### src/rtl/uart_bus_ctrl.sv
// Memory-mapped 8N1 UART for the TXD/RXD/CON window of the CPU data bus.
// Read_data is zero outside the window so the bus top can OR it with DataMemory.
module uart_bus_ctrl #(
    parameter int unsigned BAUD_DIV  = 10417,
    parameter logic [31:0] BASE_ADDR = 32'h40000018
) (
    input  logic        clk,
    input  logic        reset,
    input  logic [31:0] addr,
    input  logic        Mem_rd,
    input  logic        Mem_wr,
    input  logic [31:0] Write_data,
    output logic [31:0] Read_data,
    input  logic        uart_rx,
    output logic        uart_tx,
    output logic        irq
);

    localparam logic [15:0] LP_BIT_LAST  = 16'(BAUD_DIV - 1);
    localparam logic [15:0] LP_HALF_LAST = 16'((BAUD_DIV / 2) - 1);
    localparam logic [31:0] LP_TXD_ADDR  = BASE_ADDR;
    localparam logic [31:0] LP_RXD_ADDR  = BASE_ADDR + 32'd4;
    localparam logic [31:0] LP_CON_ADDR  = BASE_ADDR + 32'd8;

    localparam logic [1:0] ST_IDLE  = 2'd0;
    localparam logic [1:0] ST_START = 2'd1;
    localparam logic [1:0] ST_DATA  = 2'd2;
    localparam logic [1:0] ST_STOP  = 2'd3;

    logic [1:0]  r_tx_state;
    logic [15:0] r_tx_cnt;
    logic [2:0]  r_tx_bit;
    logic [7:0]  r_tx_shift;
    logic        r_tx;

    logic        r_rx_s1;
    logic        r_rx_s2;
    logic        r_rx_prev;
    logic [1:0]  r_rx_state;
    logic [15:0] r_rx_cnt;
    logic [2:0]  r_rx_bit;
    logic [7:0]  r_rx_shift;
    logic [7:0]  r_rx_data;

    logic        r_tx_irq_en;
    logic        r_rx_irq_en;
    logic        r_tx_done;
    logic        r_rx_ready;
    logic        r_rx_overrun;
    logic        r_irq;

    logic        w_sel_txd;
    logic        w_sel_rxd;
    logic        w_sel_con;
    logic        w_wr_txd;
    logic        w_wr_con;
    logic        w_rd_rxd;
    logic        w_tx_busy;
    logic        w_tx_end;
    logic        w_rx_stop_end;
    logic        w_rx_load;
    logic [31:0] w_con_value;
    logic        w_unused;

    assign w_sel_txd = (addr == LP_TXD_ADDR);
    assign w_sel_rxd = (addr == LP_RXD_ADDR);
    assign w_sel_con = (addr == LP_CON_ADDR);
    assign w_wr_txd  = Mem_wr & w_sel_txd;
    assign w_wr_con  = Mem_wr & w_sel_con;
    assign w_rd_rxd  = Mem_rd & w_sel_rxd;

    assign w_tx_busy     = (r_tx_state != ST_IDLE);
    assign w_tx_end      = (r_tx_state == ST_STOP) && (r_tx_cnt == LP_BIT_LAST);
    assign w_rx_stop_end = (r_rx_state == ST_STOP) && (r_rx_cnt == LP_BIT_LAST);
    assign w_rx_load     = w_rx_stop_end & r_rx_s2;

    assign w_con_value = {26'b0, r_rx_overrun, w_tx_busy, r_rx_ready,
                          r_tx_done, r_rx_irq_en, r_tx_irq_en};
    assign w_unused    = ^Write_data[31:8];

    assign uart_tx = r_tx;
    assign irq     = r_irq;

    always_comb begin
        Read_data = '0;
        if (Mem_rd) begin
            if (w_sel_rxd) begin
                Read_data = {24'b0, r_rx_data};
            end else if (w_sel_con) begin
                Read_data = w_con_value;
            end
        end
    end

    // Transmitter: each state is held for exactly BAUD_DIV cycles.
    always_ff @(posedge clk) begin
        if (!reset) begin
            r_tx_state <= ST_IDLE;
            r_tx_cnt   <= '0;
            r_tx_bit   <= '0;
            r_tx_shift <= '0;
            r_tx       <= 1'b1;
        end else begin
            case (r_tx_state)
                ST_IDLE: begin
                    if (w_wr_txd) begin
                        r_tx_shift <= Write_data[7:0];
                        r_tx_cnt   <= '0;
                        r_tx       <= 1'b0;
                        r_tx_state <= ST_START;
                    end
                end
                ST_START: begin
                    if (r_tx_cnt == LP_BIT_LAST) begin
                        r_tx_cnt   <= '0;
                        r_tx_bit   <= '0;
                        r_tx       <= r_tx_shift[0];
                        r_tx_shift <= {1'b0, r_tx_shift[7:1]};
                        r_tx_state <= ST_DATA;
                    end else begin
                        r_tx_cnt <= r_tx_cnt + 16'd1;
                    end
                end
                ST_DATA: begin
                    if (r_tx_cnt == LP_BIT_LAST) begin
                        r_tx_cnt <= '0;
                        if (r_tx_bit == 3'd7) begin
                            r_tx       <= 1'b1;
                            r_tx_state <= ST_STOP;
                        end else begin
                            r_tx_bit   <= r_tx_bit + 3'd1;
                            r_tx       <= r_tx_shift[0];
                            r_tx_shift <= {1'b0, r_tx_shift[7:1]};
                        end
                    end else begin
                        r_tx_cnt <= r_tx_cnt + 16'd1;
                    end
                end
                ST_STOP: begin
                    if (r_tx_cnt == LP_BIT_LAST) begin
                        r_tx_cnt   <= '0;
                        r_tx_state <= ST_IDLE;
                    end else begin
                        r_tx_cnt <= r_tx_cnt + 16'd1;
                    end
                end
                default: r_tx_state <= ST_IDLE;
            endcase
        end
    end

    // Receiver: start bit is re-checked half a bit after the synced falling edge.
    always_ff @(posedge clk) begin
        if (!reset) begin
            r_rx_s1    <= 1'b1;
            r_rx_s2    <= 1'b1;
            r_rx_prev  <= 1'b1;
            r_rx_state <= ST_IDLE;
            r_rx_cnt   <= '0;
            r_rx_bit   <= '0;
            r_rx_shift <= '0;
        end else begin
            r_rx_s1   <= uart_rx;
            r_rx_s2   <= r_rx_s1;
            r_rx_prev <= r_rx_s2;
            case (r_rx_state)
                ST_IDLE: begin
                    if (r_rx_prev && !r_rx_s2) begin
                        r_rx_cnt   <= '0;
                        r_rx_state <= ST_START;
                    end
                end
                ST_START: begin
                    if (r_rx_cnt == LP_HALF_LAST) begin
                        r_rx_cnt <= '0;
                        r_rx_bit <= '0;
                        r_rx_state <= r_rx_s2 ? ST_IDLE : ST_DATA;
                    end else begin
                        r_rx_cnt <= r_rx_cnt + 16'd1;
                    end
                end
                ST_DATA: begin
                    if (r_rx_cnt == LP_BIT_LAST) begin
                        r_rx_cnt   <= '0;
                        r_rx_shift <= {r_rx_s2, r_rx_shift[7:1]};
                        if (r_rx_bit == 3'd7) begin
                            r_rx_state <= ST_STOP;
                        end else begin
                            r_rx_bit <= r_rx_bit + 3'd1;
                        end
                    end else begin
                        r_rx_cnt <= r_rx_cnt + 16'd1;
                    end
                end
                ST_STOP: begin
                    if (r_rx_cnt == LP_BIT_LAST) begin
                        r_rx_cnt   <= '0;
                        r_rx_state <= ST_IDLE;
                    end else begin
                        r_rx_cnt <= r_rx_cnt + 16'd1;
                    end
                end
                default: r_rx_state <= ST_IDLE;
            endcase
        end
    end

    // Flag set events take priority over the W1C clear and the RXD read clear.
    always_ff @(posedge clk) begin
        if (!reset) begin
            r_tx_irq_en  <= 1'b0;
            r_rx_irq_en  <= 1'b0;
            r_tx_done    <= 1'b0;
            r_rx_ready   <= 1'b0;
            r_rx_overrun <= 1'b0;
            r_rx_data    <= '0;
            r_irq        <= 1'b0;
        end else begin
            if (w_wr_con) begin
                r_tx_irq_en <= Write_data[0];
                r_rx_irq_en <= Write_data[1];
            end

            if (w_tx_end) begin
                r_tx_done <= 1'b1;
            end else if (w_wr_con && Write_data[2]) begin
                r_tx_done <= 1'b0;
            end

            if (w_rx_load) begin
                r_rx_data  <= r_rx_shift;
                r_rx_ready <= 1'b1;
            end else if (w_rd_rxd) begin
                r_rx_ready <= 1'b0;
            end

            if (w_rx_load && r_rx_ready && !w_rd_rxd) begin
                r_rx_overrun <= 1'b1;
            end else if (w_wr_con && Write_data[5]) begin
                r_rx_overrun <= 1'b0;
            end

            r_irq <= (r_tx_done & r_tx_irq_en) | (r_rx_ready & r_rx_irq_en);
        end
    end

endmodule
### config.mk
export PLATFORM = sky130hd
export DESIGN_NAME = uart_bus_ctrl
export DESIGN_NICKNAME = d
export VERILOG_FILES = /design/src/rtl/uart_bus_ctrl.sv
export SDC_FILE = /design/constraint.sdc
export NUM_CORES = 1
export LEC_CHECK = 0
export ABC_AREA = 0
export ABC_CLOCK_PERIOD_IN_PS = 2070
export CORE_MARGIN = 2
export CORE_UTILIZATION = 45
export DETAILED_ROUTE_END_ITERATION = 8
export DONT_BUFFER_PORTS = 1
export SKIP_CTS_REPAIR_TIMING = 1
export SLEW_MARGIN = 20
export SYNTH_ARGS = -nofsm -noshare
export SYNTH_HDL_FRONTEND = slang
export SYNTH_SLANG_ARGS = --single-unit
export TNS_END_PERCENT = 10
### constraint.sdc
create_clock -name clk -period 2.07 [get_ports clk]
set_input_delay 0.1035 -clock clk [delete_from_list [all_inputs] [get_ports clk]]
set_output_delay 0.1035 -clock clk [all_outputs]
set_load 0.02 [all_outputs]
==> results of run 1 <==
-- logic make-up (layout without fill, tap and decap cells) --
family / after synthesis / after routing
adder cells (fa/ha/maj): 13 / 13
buffers and inverters: 67 / 114
AND/OR/NAND/NOR: 207 / 208
multiplexers: 30 / 30
other: 1 / 24
flip-flops: 76 / 76
XOR/XNOR: 2 / 2
AO/OA/AOI/OAI: 106 / 106
-- through the flow --
step	cell area [um^2]	power [uW]	setup TNS, ps
global placement	4690	1650	0
detailed placement	4690	1650	-271
floorplan	4390	1680	0
finish	5220	2690	0
CTS	4870	2730	-399
global route	5220	2810	-667
-- cell usage in the layout (no fill, tap or decap), types with 4 or more instances in the layout --
cell type | netlist | routed
a21boi_0 | 7 | 7
a21oi_1 | 5 | 4
a22oi_1 | 13 | 13
and2_1 | 10 | 10
and3_1 | 10 | 10
buf_4 | 25 | 53
clkbuf_8 | 0 | 9
conb_1 | 1 | 24
dfxtp_1 | 76 | 73
dlygate4sd3_1 | 0 | 24
ha_1 | 13 | 11
inv_1 | 18 | 18
mux2i_1 | 30 | 30
nand2_1 | 55 | 55
nand2b_1 | 11 | 11
nand3_1 | 12 | 12
nand4_1 | 6 | 6
nor2_1 | 21 | 20
nor2b_1 | 33 | 33
nor3_1 | 16 | 15
nor4_1 | 10 | 9
o2111ai_1 | 4 | 4
o211ai_1 | 15 | 15
o21a_1 | 6 | 6
o21ai_0 | 18 | 11
o21ai_1 | 2 | 8
o221a_2 | 9 | 9
o221ai_1 | 6 | 6
-- critical path, stage by stage (launching register included) --
cell and delay, ps:
dfxtp_2 340, or4b_4 530, nor4_4 360, buf_4 200, or2_4 170, o21ai_0 90, o221a_2 250
-- worst paths after layout --
check                              from                          to  depth (start not counted)
max           r_tx_cnt[15]$_SDFFE_PN0P_    r_tx_cnt[2]$_SDFFE_PN0P_                          6
min                               reset     r_rx_ready$_SDFFE_PN0P_                          1
max reg2reg   r_tx_cnt[15]$_SDFFE_PN0P_    r_tx_cnt[2]$_SDFFE_PN0P_                          6
min reg2reg  r_tx_shift[4]$_SDFFE_PN0P_  r_tx_shift[4]$_SDFFE_PN0P_                          2
-- power groups by stage --
stage / Sequential (uW) / Clock [uW] / Combinational (uW)
finish: 1480 / 1060 / 152
global route: 1480 / 1160 / 168
CTS: 1480 / 1110 / 141
detailed placement: 1510 / 0 / 139
global placement: 1510 / 0 / 136
floorplan: 1510 / 0 / 164
-- state kept, by name (all words and copies together), names as in the netlist, 2 cells and up, named ones only --
name        flops
r_tx_bit        3
r_rx_bit        3
r_tx_shift      8
r_rx_data       8
r_tx_state      2
r_rx_cnt       16
r_rx_shift      8
r_tx_cnt       16
-- cell type report --
cell class                      count  area share [%]
Clock inverter                      7            1.10
Timing Repair Buffer               80            13.1
Inverter                           18            1.30
Tap cell                          129            3.09
Multi-Input combinational cell    383            49.8
Clock buffer                        9            2.37
Sequential cell                    76            29.2
-- layer usage --
layer / up-vias / global-route usage [%]
li1: 1909 / -
met1: 1769 / 22.8
met2: 77 / 31.4
met3: 6 / 4.35
met4: 0 / 5.61
met5: - / 0
==> results_dict.tcl, run 1 <==
set metrics [dict create \
    outcome "complete, but fails checks" \
    violations "hold timing" \
    wl_um 9640 \
    numCtsBuffers 9 \
    finalHoldViolCount 59 \
    drt-met1-wl_um 4340 \
    place_ws_ps -43.9 \
    ir_drop_mv 0.311 \
    grt_max_degree 93 \
    crit_fanout 7 \
    cts_tree "built" \
    drtIter0Drc 136 \
    synth-adder-area-share_pct 3.78 \
    fp.dieH_um 102 \
    io_buffer_count 0 \
    min_period_ps 2050 \
    vias 3761 \
    root_buffer "clkbuf_8" \
    skew_ps 14.6 \
    p_comb_share_pct 5.6 \
    synth_top_area_cell "dfxtp_1" \
    cts_sinks 76 \
    yosys.area_share.simple_pct 26.6 \
    initial_core_util_pct 46.6 \
    finalCritPeriodShare_pct 99.0 \
    synthMuxAreaShare_pct 6.98 \
    yosysTopAreaCellShare_pct 35.3 \
    cap_viol_max_count 0 \
    worstPathArrival_ps 2290 \
    cp.required_ps 2310 \
    clk_pin_slew_ps 90 \
    syn_to_final_growth_pct 21.2 \
    die_w_um 102 \
    wl_per_cell_um 13.7 \
    p_switching_uw 712 \
    yosys_most_used_dff "dfxtp_1" \
    synth_edf_count 0 \
    ioPinCount 103 \
    intPower_uw 1980 \
    regToRegSetupSlack_ps 20 \
    setup_ws_ps 19.8 \
    synthesis.instances 502 \
    criticalPathCategory "reg -> reg" \
    setup_viol 0 \
    ys_seq_area_share_pct 35.3 \
    fmax_mhz 488 \
    hpwl_um 6610 \
    netlist_area_um2 4300 \
    yosysMostFrequentCell "dfxtp_1" \
    coreArea_um2 9240 \
    gr-total-overflow 0 \
    grt_usage_pct 18.4 \
    synth_top_family_by_area "simple AND/OR/NAND/NOR gates" \
    seqCellArea_um2 1530 \
    drive_gt1_share_pct 18.2 \
    fill_cells 854 \
    viasPerCell 5.36 \
    firstDrtPassIters 4 \
    antenna_found_initial 0 \
    synth_top_cells_by_area "dfxtp_1 (35%), mux2i_1 (7.0%), nand2_1 (4.8%)" \
    yosysWarningCount 0 \
    numPlacedInstances 660 \
    wl_met3_um 372 \
    drc 0 \
    power.share.sequential_pct 55.0 \
    ys_ff_latch 76 \
    switching_share_pct 26.5 \
    cts.path.max_buffers 2 \
    ant_nets 0 \
    utilization_pct 56.5 \
    yosys.area_share.xor_xnor_pct 0.407 \
    grt_pass1_vias 3348 \
    ys_types 59 \
    worst_hold_path_type "in -> reg" \
    holdWs_ps -134 \
    highest_layer "met4" \
    num_rows 35 \
    finalNonFillerCells 702 \
    end_kind "register" \
    drv_slew 0 \
    antenna_cells 0 \
    multi_input_area_um2 2600 \
    synth_top_cells_by_count "dfxtp_1 (76), nand2_1 (55), nor2b_1 (33), mux2i_1 (30), buf_4 (25)" \
    clk_latency_ps 350 \
    synth_compound_area_share_pct 18.6 \
    grt_pass1_wl_um 15300 \
    avgSynthCellArea_um2 8.57 \
    dr_wl_met2_um 4860 \
    p_per_area_nw_per_um2 516 \
    die-area_um2 10400 \
    cp-start-kind "register" \
    nNetsFinal 650 \
    clkPwrFrac_pct 39.3 \
    cts_max_level 3 \
    power_leakage_uw 0.00203 \
    rsz0062_at_grt "yes" \
    synthArstFlopShare_pct 0 \
    finalWeightedCongestion 0.885 \
]
Note: power is estimated with default switching activity, not from simulation.
==> inputs of run 2 (changes only) <==
HOLD_SLACK_MARGIN = 0.12   (was unset)
==> results_dict.tcl, run 2 (synthesis results as in run 1) <==
set metrics [dict create \
    die_w_um 102 \
    finalNonFillerCells 702 \
    nNetsFinal 650 \
    grt_usage_pct 18.4 \
    outcome "complete, but fails checks" \
    antenna_found_initial 0 \
    ioPinCount 103 \
    met3_usage_pct 4.35 \
    violations "hold timing" \
    clk_pin_slew_ps 90 \
    antenna_cells 0 \
    finalHoldViolCount 56 \
    p_per_area_nw_per_um2 516 \
    power_leakage_uw 0.00203 \
    crit_fanout 7 \
    viasPerCell 5.36 \
    cts_tree "built" \
    met2_usage_pct 31.4 \
    cp-start-kind "register" \
    fmax_mhz 487 \
    drc 0 \
    vias 3764 \
    mostFrequentLayoutCells "dfxtp_1 (73), nand2_1 (55), buf_4 (53)" \
    path_cells "or4b_4 -> nor4_4 -> buf_4 -> or2_4 -> o21ai_0 -> o221a_2" \
    syn_to_final_growth_pct 21.2 \
    grt_pass1_vias 3348 \
    drv_slew 0 \
    root_buffer "clkbuf_8" \
    io_buffer_count 0 \
    fp.dieH_um 102 \
    cts_sinks 76 \
    finalWeightedCongestion 0.885 \
    drive_gt1_share_pct 18.2 \
    firstDrtPassIters 4 \
    wl_per_cell_um 13.8 \
    numCtsBuffers 9 \
    numPlacedInstances 660 \
    gr-total-overflow 0 \
    clk_latency_ps 360 \
    grt_use_met1_pct 22.8 \
    grt_max_degree 93 \
    wl_um 9660 \
    worstPathArrival_ps 2300 \
    setup_viol 0 \
    ant_nets 0 \
    min_period_ps 2050 \
    end_kind "register" \
    cap_viol_max_count 0 \
    finalCritPeriodShare_pct 99.1 \
    slowest_delay_ps 530 \
    initial_core_util_pct 46.6 \
    cp.required_ps 2310 \
    cts_max_level 3 \
    coreArea_um2 9240 \
    holdWs_ps -125 \
    hpwl_um 6610 \
    worst_hold_path_type "in -> reg" \
    ir_drop_mv 0.311 \
    rsz0062_at_grt "yes" \
    mostFrequentLayoutCell "dfxtp_1" \
    grt_busiest_layer "met2" \
    criticalPathCategory "reg -> reg" \
    drtIter0Drc 130 \
    num_rows 35 \
    skew_ps 14.0 \
    die-area_um2 10400 \
    fill_cells 854 \
    grt_pass1_wl_um 15300 \
    worst_path_max_delay_cell "or4b_4" \
    reg.largest.list "r_rx_cnt (16), r_tx_cnt (16)" \
    cts.path.max_buffers 2 \
]
==> run 2: cell counts in the layout (fill, tap and decap cells not counted) <==
Identical to the previous run, type by type.
==> run 2: area by class of cell <==
class	instances	area [um^2]	share of cell area (%)
Multi-Input combinational cell	383	2600	49.8
Sequential cell	76	1530	29.2
Timing Repair Buffer	80	684	13.1
Tap cell	129	161	3.09
Clock buffer	9	124	2.37
Inverter	18	67.6	1.30
Clock inverter	7	57.6	1.10
==> run 2: worst max-delay path, delay by kind of cell, from the launching register on <==
kind            cells  cell delay, ps
simple gates        3            1060
buf+inv             1             200
flops               1             340
compound gates      2             340
==> run 2: path summary, 6_finish.rpt <==
check,start,to,slack (ps),cells past startpoint
worst min-delay path,reset,register,-120,1
worst max register to register,r_tx_cnt[15]$_SDFFE_PN0P_,r_tx_cnt[2]$_SDFFE_PN0P_,20,6
worst min register to register,r_tx_shift[4]$_SDFFE_PN0P_,r_tx_shift[4]$_SDFFE_PN0P_,470,2
worst max-delay path,r_tx_cnt[15]$_SDFFE_PN0P_,r_tx_cnt[2]$_SDFFE_PN0P_,20,6
==> run 2: report_power, final <==
group	leakage, uW	switching, uW	internal, uW
clock network	0.0000829	613	449
logic	0.00133	94.0	57.6
registers	0.000614	9.56	1470
total	0.00203	717	1980
==> run 2: metal layers <==
layer  vias up  share of wire (%)
li1       1910                  -
met1      1769                 45
met2        74                 50
met3        11                4.5
met4         0                1.2
met5         -                  0
==> run 2: metrics by stage <==
stage          power [uW]  worst slack [ps]  util [%]  area [um^2]  setup TNS, ps
5_1_grt              2810             -68.8      56.5         5220           -667
3_5_place_dp         1650             -43.9      50.8         4690           -271
6_report             2690              17.9      56.5         5220              0
4_1_cts              2730             -40.5      52.8         4870           -399
3_3_place_gp         1650              4.95      50.8         4690              0
2_1_floorplan        1680              61.3         -         4390              0
